$ cat src/rtl/pc_seq_pkg.sv
// Shared state encoding, reset/step defaults and alignment helper for pc_redirect_sequencer.
package pc_seq_pkg;

    typedef enum logic [1:0] {
        BOOT    = 2'd0,
        RUN     = 2'd1,
        PENDING = 2'd2,
        HALTED  = 2'd3
    } pc_seq_state_e;

    localparam logic [31:0] PC_RESET_DEFAULT = 32'h0000_0000;
    localparam int unsigned PC_INSTR_BYTES   = 4;
    localparam int unsigned PC_ALIGN_W       = $clog2(PC_INSTR_BYTES);

    // True when any of the low log2(instr_bytes) address bits is set.
    function automatic logic is_misaligned(input logic [63:0] addr, input int unsigned instr_bytes);
        logic [63:0] mask;
        mask = 64'(instr_bytes) - 64'd1;
        return (addr & mask) != '0;
    endfunction

endpackage

$ cat src/rtl/redirect_hold_reg.sv
// Holds the pending redirect target while the pipeline is stalled.
module redirect_hold_reg #(
    parameter int unsigned ADDR_W = 32
) (
    input  logic              clk_i,
    input  logic              rst_ni,
    input  logic              load_i,
    input  logic [ADDR_W-1:0] d_i,
    output logic [ADDR_W-1:0] q_o
);

    logic [ADDR_W-1:0] hold_q;

    always_ff @(posedge clk_i or negedge rst_ni) begin
        if (!rst_ni) begin
            hold_q <= '0;
        end else if (load_i) begin
            hold_q <= d_i;
        end
    end

    assign q_o = hold_q;

endmodule

$ cat src/rtl/pc_redirect_sequencer.sv
// Fetch PC sequencer with stall-deferred redirects and a one-cycle Flush pulse.
// Optional macro PC_MISALIGN_TRAP_EN adds MisalignErr and traps unaligned redirect targets.
module pc_redirect_sequencer
    import pc_seq_pkg::*;
#(
    parameter int unsigned       ADDR_W      = 32,
    parameter logic [ADDR_W-1:0] RESET_PC    = ADDR_W'(PC_RESET_DEFAULT),
    parameter int unsigned       INSTR_BYTES = PC_INSTR_BYTES
) (
    input  logic              Clock,
    input  logic              Reset,
    input  logic              Tick,
    input  logic              Stall,
    input  logic              BranchTaken,
    input  logic [ADDR_W-1:0] BranchDest,
    input  logic              Halt,
    output logic [ADDR_W-1:0] PC,
    output logic              PcValid,
    output logic              Flush,
    output logic              Halted
`ifdef PC_MISALIGN_TRAP_EN
    ,
    output logic              MisalignErr
`endif
);

    localparam logic [ADDR_W-1:0] PC_STEP = ADDR_W'(INSTR_BYTES);

    pc_seq_state_e     state_q, state_d;
    logic [ADDR_W-1:0] pc_q, pc_d;
    logic [ADDR_W-1:0] pend_q;
    logic [ADDR_W-1:0] redir_tgt;
    logic              redir_req;
    logic              hold_load;
    logic              flush_q, flush_d;
`ifdef PC_MISALIGN_TRAP_EN
    logic              mis_q, mis_d;
`endif

    redirect_hold_reg #(
        .ADDR_W (ADDR_W)
    ) u_hold (
        .clk_i  (Clock),
        .rst_ni (Reset),
        .load_i (hold_load),
        .d_i    (BranchDest),
        .q_o    (pend_q)
    );

    always_comb begin
        state_d   = state_q;
        pc_d      = pc_q;
        flush_d   = flush_q;
        hold_load = 1'b0;
        redir_req = 1'b0;
        redir_tgt = BranchDest;
`ifdef PC_MISALIGN_TRAP_EN
        mis_d     = mis_q;
`endif
        if (Tick) begin
            flush_d = 1'b0;
            case (state_q)
                BOOT: begin
                    state_d = RUN;
                end
                RUN: begin
                    if (Halt) begin
                        state_d = HALTED;
                    end else if (BranchTaken && !Stall) begin
                        redir_req = 1'b1;
                    end else if (BranchTaken) begin
                        hold_load = 1'b1;
                        state_d   = PENDING;
                    end else if (!Stall) begin
                        pc_d = pc_q + PC_STEP;
                    end
                end
                PENDING: begin
                    // A newer request overwrites the held target; unstalled, it is taken directly.
                    if (Halt) begin
                        state_d = HALTED;
                    end else if (BranchTaken) begin
                        hold_load = 1'b1;
                        if (!Stall) begin
                            redir_req = 1'b1;
                            state_d   = RUN;
                        end
                    end else if (!Stall) begin
                        redir_req = 1'b1;
                        redir_tgt = pend_q;
                        state_d   = RUN;
                    end
                end
                HALTED: begin
                    state_d = HALTED;
                end
                default: begin
                    state_d = state_q;
                end
            endcase

            if (redir_req) begin
`ifdef PC_MISALIGN_TRAP_EN
                if (is_misaligned(64'(redir_tgt), INSTR_BYTES)) begin
                    state_d = HALTED;
                    mis_d   = 1'b1;
                end else begin
                    pc_d    = redir_tgt;
                    flush_d = 1'b1;
                end
`else
                pc_d    = redir_tgt;
                flush_d = 1'b1;
`endif
            end
        end
    end

    always_ff @(posedge Clock or negedge Reset) begin
        if (!Reset) begin
            state_q <= BOOT;
            pc_q    <= RESET_PC;
            flush_q <= 1'b0;
        end else begin
            state_q <= state_d;
            pc_q    <= pc_d;
            flush_q <= flush_d;
        end
    end

`ifdef PC_MISALIGN_TRAP_EN
    always_ff @(posedge Clock or negedge Reset) begin
        if (!Reset) begin
            mis_q <= 1'b0;
        end else begin
            mis_q <= mis_d;
        end
    end

    assign MisalignErr = mis_q;
`endif

    assign PC      = pc_q;
    assign Flush   = flush_q;
    assign PcValid = (state_q == RUN) || (state_q == PENDING);
    assign Halted  = (state_q == HALTED);

endmodule
$ cat config.mk
export PLATFORM = sky130hd
export DESIGN_NAME = pc_redirect_sequencer
export DESIGN_NICKNAME = d
export VERILOG_FILES = /design/src/rtl/pc_seq_pkg.sv /design/src/rtl/redirect_hold_reg.sv /design/src/rtl/pc_redirect_sequencer.sv
export SDC_FILE = /design/constraint.sdc
export NUM_CORES = 1
export LEC_CHECK = 0
export BUFFER_PORTS_ARGS = -buffer_cell sky130_fd_sc_hd__buf_4
export CORE_MARGIN = 2
export CORE_UTILIZATION = 45
export CTS_BUF_LIST = sky130_fd_sc_hd__clkbuf_8 sky130_fd_sc_hd__clkbuf_16
export DETAILED_ROUTE_END_ITERATION = 8
export MAX_ROUTING_LAYER = met4
export PLACE_DENSITY = 0.69
export SKIP_LAST_GASP = 1
export SYNTH_ARGS = -nofsm -noshare
export SYNTH_HDL_FRONTEND = slang
export SYNTH_SLANG_ARGS = --single-unit
export TNS_END_PERCENT = 50
$ cat constraint.sdc
create_clock -name Clock -period 1.9 [get_ports Clock]
set_input_delay 0.19 -clock Clock [delete_from_list [all_inputs] [get_ports Clock]]
set_output_delay 0.19 -clock Clock [all_outputs]
set_load 0.01 [all_outputs]
Word-level counts from Yosys, hierarchy flattened. Cells that the tools add are included.

Add/sub/neg operators: 1. Equal/unequal tests: 10. Multiplexer cells: 29. Reductions and logical operators: 7.

Operators with widths (count): $mux W32 (10); $add A32 B3 Y32 const B (1); $mux W1 (11); $mux W2 (5); $ne A3 B3 Y1 const B (3); $ne A2 B1 Y1 const B (4); $pmux W2 S4 (1); $reduce_and A6 Y1 (1); $eq A2 B2 Y1 const B (2); $pmux W1 S2 (2); $reduce_and A4 Y1 (1); $eq A2 B1 Y1 const B (1); $logic_not A2 Y1 (1); $reduce_bool A2 Y1 (1); $logic_and A1 B1 Y1 (1); $logic_not A1 Y1 (1); $logic_or A1 B1 Y1 (1).

Flip-flop bits (word level): 67. Input port bits: 38. Output and inout port bits: 35. Word-level logic and storage cells: 51.

Depth between registers and ports, before layout.
Depth after elaboration: 8. Depth in mapped cells: 10. Mapped depth without buffers: 7.

Modules after synthesis. From an unflattened synthesis, not the netlist that was laid out.

Cell total of the unflattened synthesis: 362. Area, all modules: 3897.5 µm².

Modules (own cells, without submodules): pc_redirect_sequencer (instances 1, cells an instance 294, area an instance 2552.4 µm², seq. area each 875.8 µm²); redirect_hold_reg (instances 1, cells an instance 68, area an instance 1345.0 µm², seq. area each 800.8 µm²).

Worst setup path after synthesis. OpenSTA, ideal clock, no wires.

Path type: reg2reg. Start: register state_q[0]. End: register pc_q[8] (netlist: PC[8]). Setup time: 121 ps. Arrival: 1954 ps. Required time: 1779 ps. Slack: -175 ps. Cell stages (with the launch flop): 10. Buffers on the path: 2. Clock period less this slack: 2075 ps. Cell sequence: dfrtp_1 -> inv_1 -> ha_1 -> clkbuf_1 -> or4b_1 -> buf_2 -> o22a_1 -> nor2_1 -> a31oi_1 -> o22a_1.

Longest elaborated chain between the ends: 5. Elaborated cells between the ends (all ways): 12. Classes of those cells: eq/ne (6); mux (4); reduce/logical (2).

RTL lines: start: declaration (RTL line pc_redirect_sequencer.sv:29) `pc_seq_state_e state_q, state_d;`; start signal: assignment (RTL line pc_redirect_sequencer.sv:125) `state_q <= state_d;`; $eq A2 B2 Y1 / $eq A2 B1 Y1 (equally long branches) (RTL line pc_redirect_sequencer.sv:62) `case (state_q)`; $pmux W1 S2 (RTL line pc_redirect_sequencer.sv:62); $mux W1 (RTL line pc_redirect_sequencer.sv:60) `if (Tick) begin`; $ne A2 B1 Y1 (no line) / $reduce_bool A2 Y1 (equally long branches); $reduce_and A6 Y1 (no line); end signal: assignment (RTL line pc_redirect_sequencer.sv:126) `pc_q <= pc_d;`; end: declaration (RTL line pc_redirect_sequencer.sv:30) `logic [ADDR_W-1:0] pc_q, pc_d;`.

Parallel ways exist; a longest one is shown, timed or not. The select of a mux whose other input is x is not followed. A chain may end at the register's enable or synchronous reset.

Worst setup path in the final report.
Start: register state_q[1]. End: register pc_q[22] (netlist: PC[22]).

Same word-level chain as after synthesis.

==> results.sh <==
export IMPL_holdPathEnd="u_hold.q_o[27]"
export IMPL_routed_wl_um=11800
export IMPL_hp_class="in2reg"
export IMPL_synthTopCellsByCount="67 x dfrtp_1, 44 x nand2_1, 33 x mux2_2"
export IMPL_synth_top_cell_by_area="dfrtp_1"
export IMPL_timing_rr_start="state_q[1]"
export IMPL_cts_root_buf="clkbuf_8"
export IMPL_cts_buffer_depth=2
export IMPL_num_vias=3725
export IMPL_yosysMostFrequentCell="dfrtp_1"
export IMPL_worst_path_buf_inv=1
export IMPL_cts_sinks=67
export IMPL_clkTransAtPathRegs_ns=0.08
export IMPL_worst_hold_slack_ns=0.0765
export IMPL_initial_utilization_pct=46.1
export IMPL_finalClockSkew_ns=0.00928
export IMPL_crit_slowest_cell="or4_4"
export IMPL_fin_util_pct=66.6
export IMPL_async_reset_ff_share_pct=100
export IMPL_arrival_ns=2.23
export IMPL_rsz0062_at_grt="yes"
export IMPL_r2r_setup_slack_ns=-0.09
export IMPL_htreeDepth=3
export IMPL_grt_max_degree=35
export IMPL_yosysWarnings=0
export IMPL_die_w_um=95.5
export IMPL_slew_headroom_pct=68.0
export IMPL_dr_pass1_iters=5
export IMPL_tns_ns=-0.552
export IMPL_status="finished, violations left"
export IMPL_cts_tree="done"
export IMPL_syn_area_per_cell_um2=9.78
export IMPL_numPortBuffers=72
export IMPL_synth_edf_count=0
export IMPL_final_nets=576
export IMPL_post_dp_hpwl_um=8600
export IMPL_path_cells="inv_2 > ha_4 > nand4b_1 > or4_4 > o311a_1"
export IMPL_syn_area_um2=3760
export IMPL_drt_iter0_drc=164
export IMPL_vias_per_cell=5.79
export IMPL_core_um2=8180
export IMPL_fmax_mhz=501
export IMPL_power_mw=6.65
export IMPL_end_kind="flip-flop"
export IMPL_dieArea_um2=9110
export IMPL_setup_viol=31
export IMPL_max_stage_delay_ns=0.58
export IMPL_synth_top_cells_by_area="dfrtp_1 45%, mux2_2 9.9%, nand2_1 4.4%"
export IMPL_violations="setup timing"
export IMPL_fin_crit_sh_pct=105
export IMPL_ys_types=61
export IMPL_cpLargestDelayFamily="simple AND/OR/NAND/NOR gates"
export IMPL_syn_nets=428
export IMPL_synth_seq_area_share_pct=44.5
export IMPL_track_usage_pct=27.7
export IMPL_drc_errors=0
export IMPL_worstSetupPathType="reg2reg"
export IMPL_tightestPinTransition_ns=0.475
export IMPL_clock_latency_ns=0.35
export IMPL_final_fill_count=686
export IMPL_synth_top_cell_area_share_pct=44.5
export IMPL_crit_path_start="state_q[1]"
export IMPL_place_gp_congestion=0.986
export IMPL_drv_slew=0
export IMPL_ys_flop_type="dfrtp_1"
export IMPL_seq_area_um2=1680
export IMPL_critPathRequiredTime_ns=2.13
export IMPL_min_path_cells=2
export IMPL_die_h_um=95.5
export IMPL_grt_pass1_vias=3653
export IMPL_critical_path_startpoint_type="flip-flop"
export IMPL_critPathMaxFanout=5
export IMPL_ios=73
export IMPL_diodes=0
export IMPL_period_minus_slack_ns=1.99
export IMPL_p_per_area_nw_per_um2=1220
export IMPL_post_drt_wl_per_cell_um=18.4
export IMPL_antenna_left=0
export IMPL_r2r_end="PC[22]"
export IMPL_area_growth_pct=44.6
export IMPL_reg2reg_depth=5
export IMPL_leakagePower_nw=2.48
export IMPL_antenna_found_initial=0
export IMPL_ir_drop_uv=570
export IMPL_cap_viol_max_count=0
export IMPL_grt_overflow=0
export IMPL_synth_cells=385
export IMPL_grt_pass1_wl_um=18600
export IMPL_drive_above_1_share_pct=47.2
export IMPL_multi_input_area_um2=2180
export IMPL_synth_seq_cells=67
export IMPL_setup_ws_ns=-0.0950
export IMPL_hold_viol=0
export IMPL_min_delay_start="BranchDest[27]"
export IMPL_numCtsBuffers=9
export IMPL_row_count=33
## where the power goes
part	switching (mW)	total [mW]	internal [mW]
Sequential	0.394	2.42	2.02
Clock	0.608	1.21	0.601
Combinational	1.38	3.03	1.64
## cell usage in the layout (no fill, tap or decap), types with 3 or more instances in the layout
master / synthesis / routed
nand2b_1: 3 / 3
o22a_1: 6 / 6
and3_1: 7 / 6
clkbuf_8: 0 / 9
nand2_1: 44 / 43
and3_4: 3 / 5
clkinvlp_4: 0 / 3
buf_4: 0 / 152
o22ai_2: 0 / 6
o221ai_1: 5 / 3
o22ai_1: 19 / 13
mux2_2: 33 / 33
buf_6: 0 / 4
mux2i_1: 4 / 4
a21oi_1: 32 / 31
o21ai_0: 11 / 10
nor2_1: 19 / 19
dfrtp_1: 67 / 66
nor4_1: 7 / 4
a21o_1: 3 / 3
inv_1: 7 / 6
nor4_4: 1 / 4
a211oi_1: 5 / 4
nor3_1: 8 / 7
nand4_1: 9 / 9
nand3_1: 16 / 14
ha_4: 0 / 3
## worst max-delay path by stage
stage / end / depth (start not counted)
3_5_place_dp: PC[22] / 5
2_1_floorplan: PC[29] / 6
4_1_cts: PC[31] / 6
3_3_place_gp: PC[31] / 6
6_report: PC[22] / 5
5_1_grt: PC[22] / 5
## registers in the layout, summed over array words and instances (netlist names)
signal	flops
state_q	2
Flush	1
PC	32
u_hold.q_o	32
## repair_timing
item | CTS | global route
gates resized for setup | 17 | 20
endpoints found under the hold margin | 33 | 0
endpoints found under the setup margin | 46 | 60
hold buffers | 1 | 0
cloned | 1 | 0
setup buffers | 4 | 6
pin swaps | 8 | 4
## layer usage
layer	up-vias	wire length, µm	track usage [%]
met2	126	5690	45.3
met1	1828	5280	37.0
met4	0	158	5.36
met5	-	0	-
met3	13	686	4.35
li1	1758	-	-
## through the flow
step | setup slack, ns | cell area, µm² | cells
floorplan | -0.0557 | 3840 | 385
finish | -0.0950 | 5450 | 643
CTS | -0.0637 | 5310 | 637
global route | -0.157 | 5450 | 643
detailed placement | -0.118 | 4970 | 615
global placement | -0.0987 | 4970 | 615
## cell type report
cell class                 count  share of cell area (%)
multi-input combinational    289                    40.0
sequential                    67                    30.8
timing repair buffer         159                    22.7
tap                          105                    2.41
clock buffer                   9                    2.27
clock inverter                 7                    1.29
inverter                       7                   0.483
## worst register-to-register path: stages (launching register included)
cell and delay, ns:
dfrtp_2 0.45, inv_2 0.13, ha_4 0.17, nand4b_1 0.26, or4_4 0.58, o311a_1 0.30
## kinds of logic (layout without fill, tap and decap cells)
logic type / after synthesis / after routing / share of synthesized area [%]
AOI/OAI and AO/OA: 106 / 106 / 18.8
xor gates and xnor gates: 1 / 1 / 0.233
adders and majority gates: 5 / 5 / 1.66
buffers and inverters: 30 / 182 / 3.36
DFF: 67 / 67 / 44.5
muxes: 37 / 37 / 10.9
and+or+nand+nor: 139 / 140 / 20.5
Power figures use the tool's default switching activity.
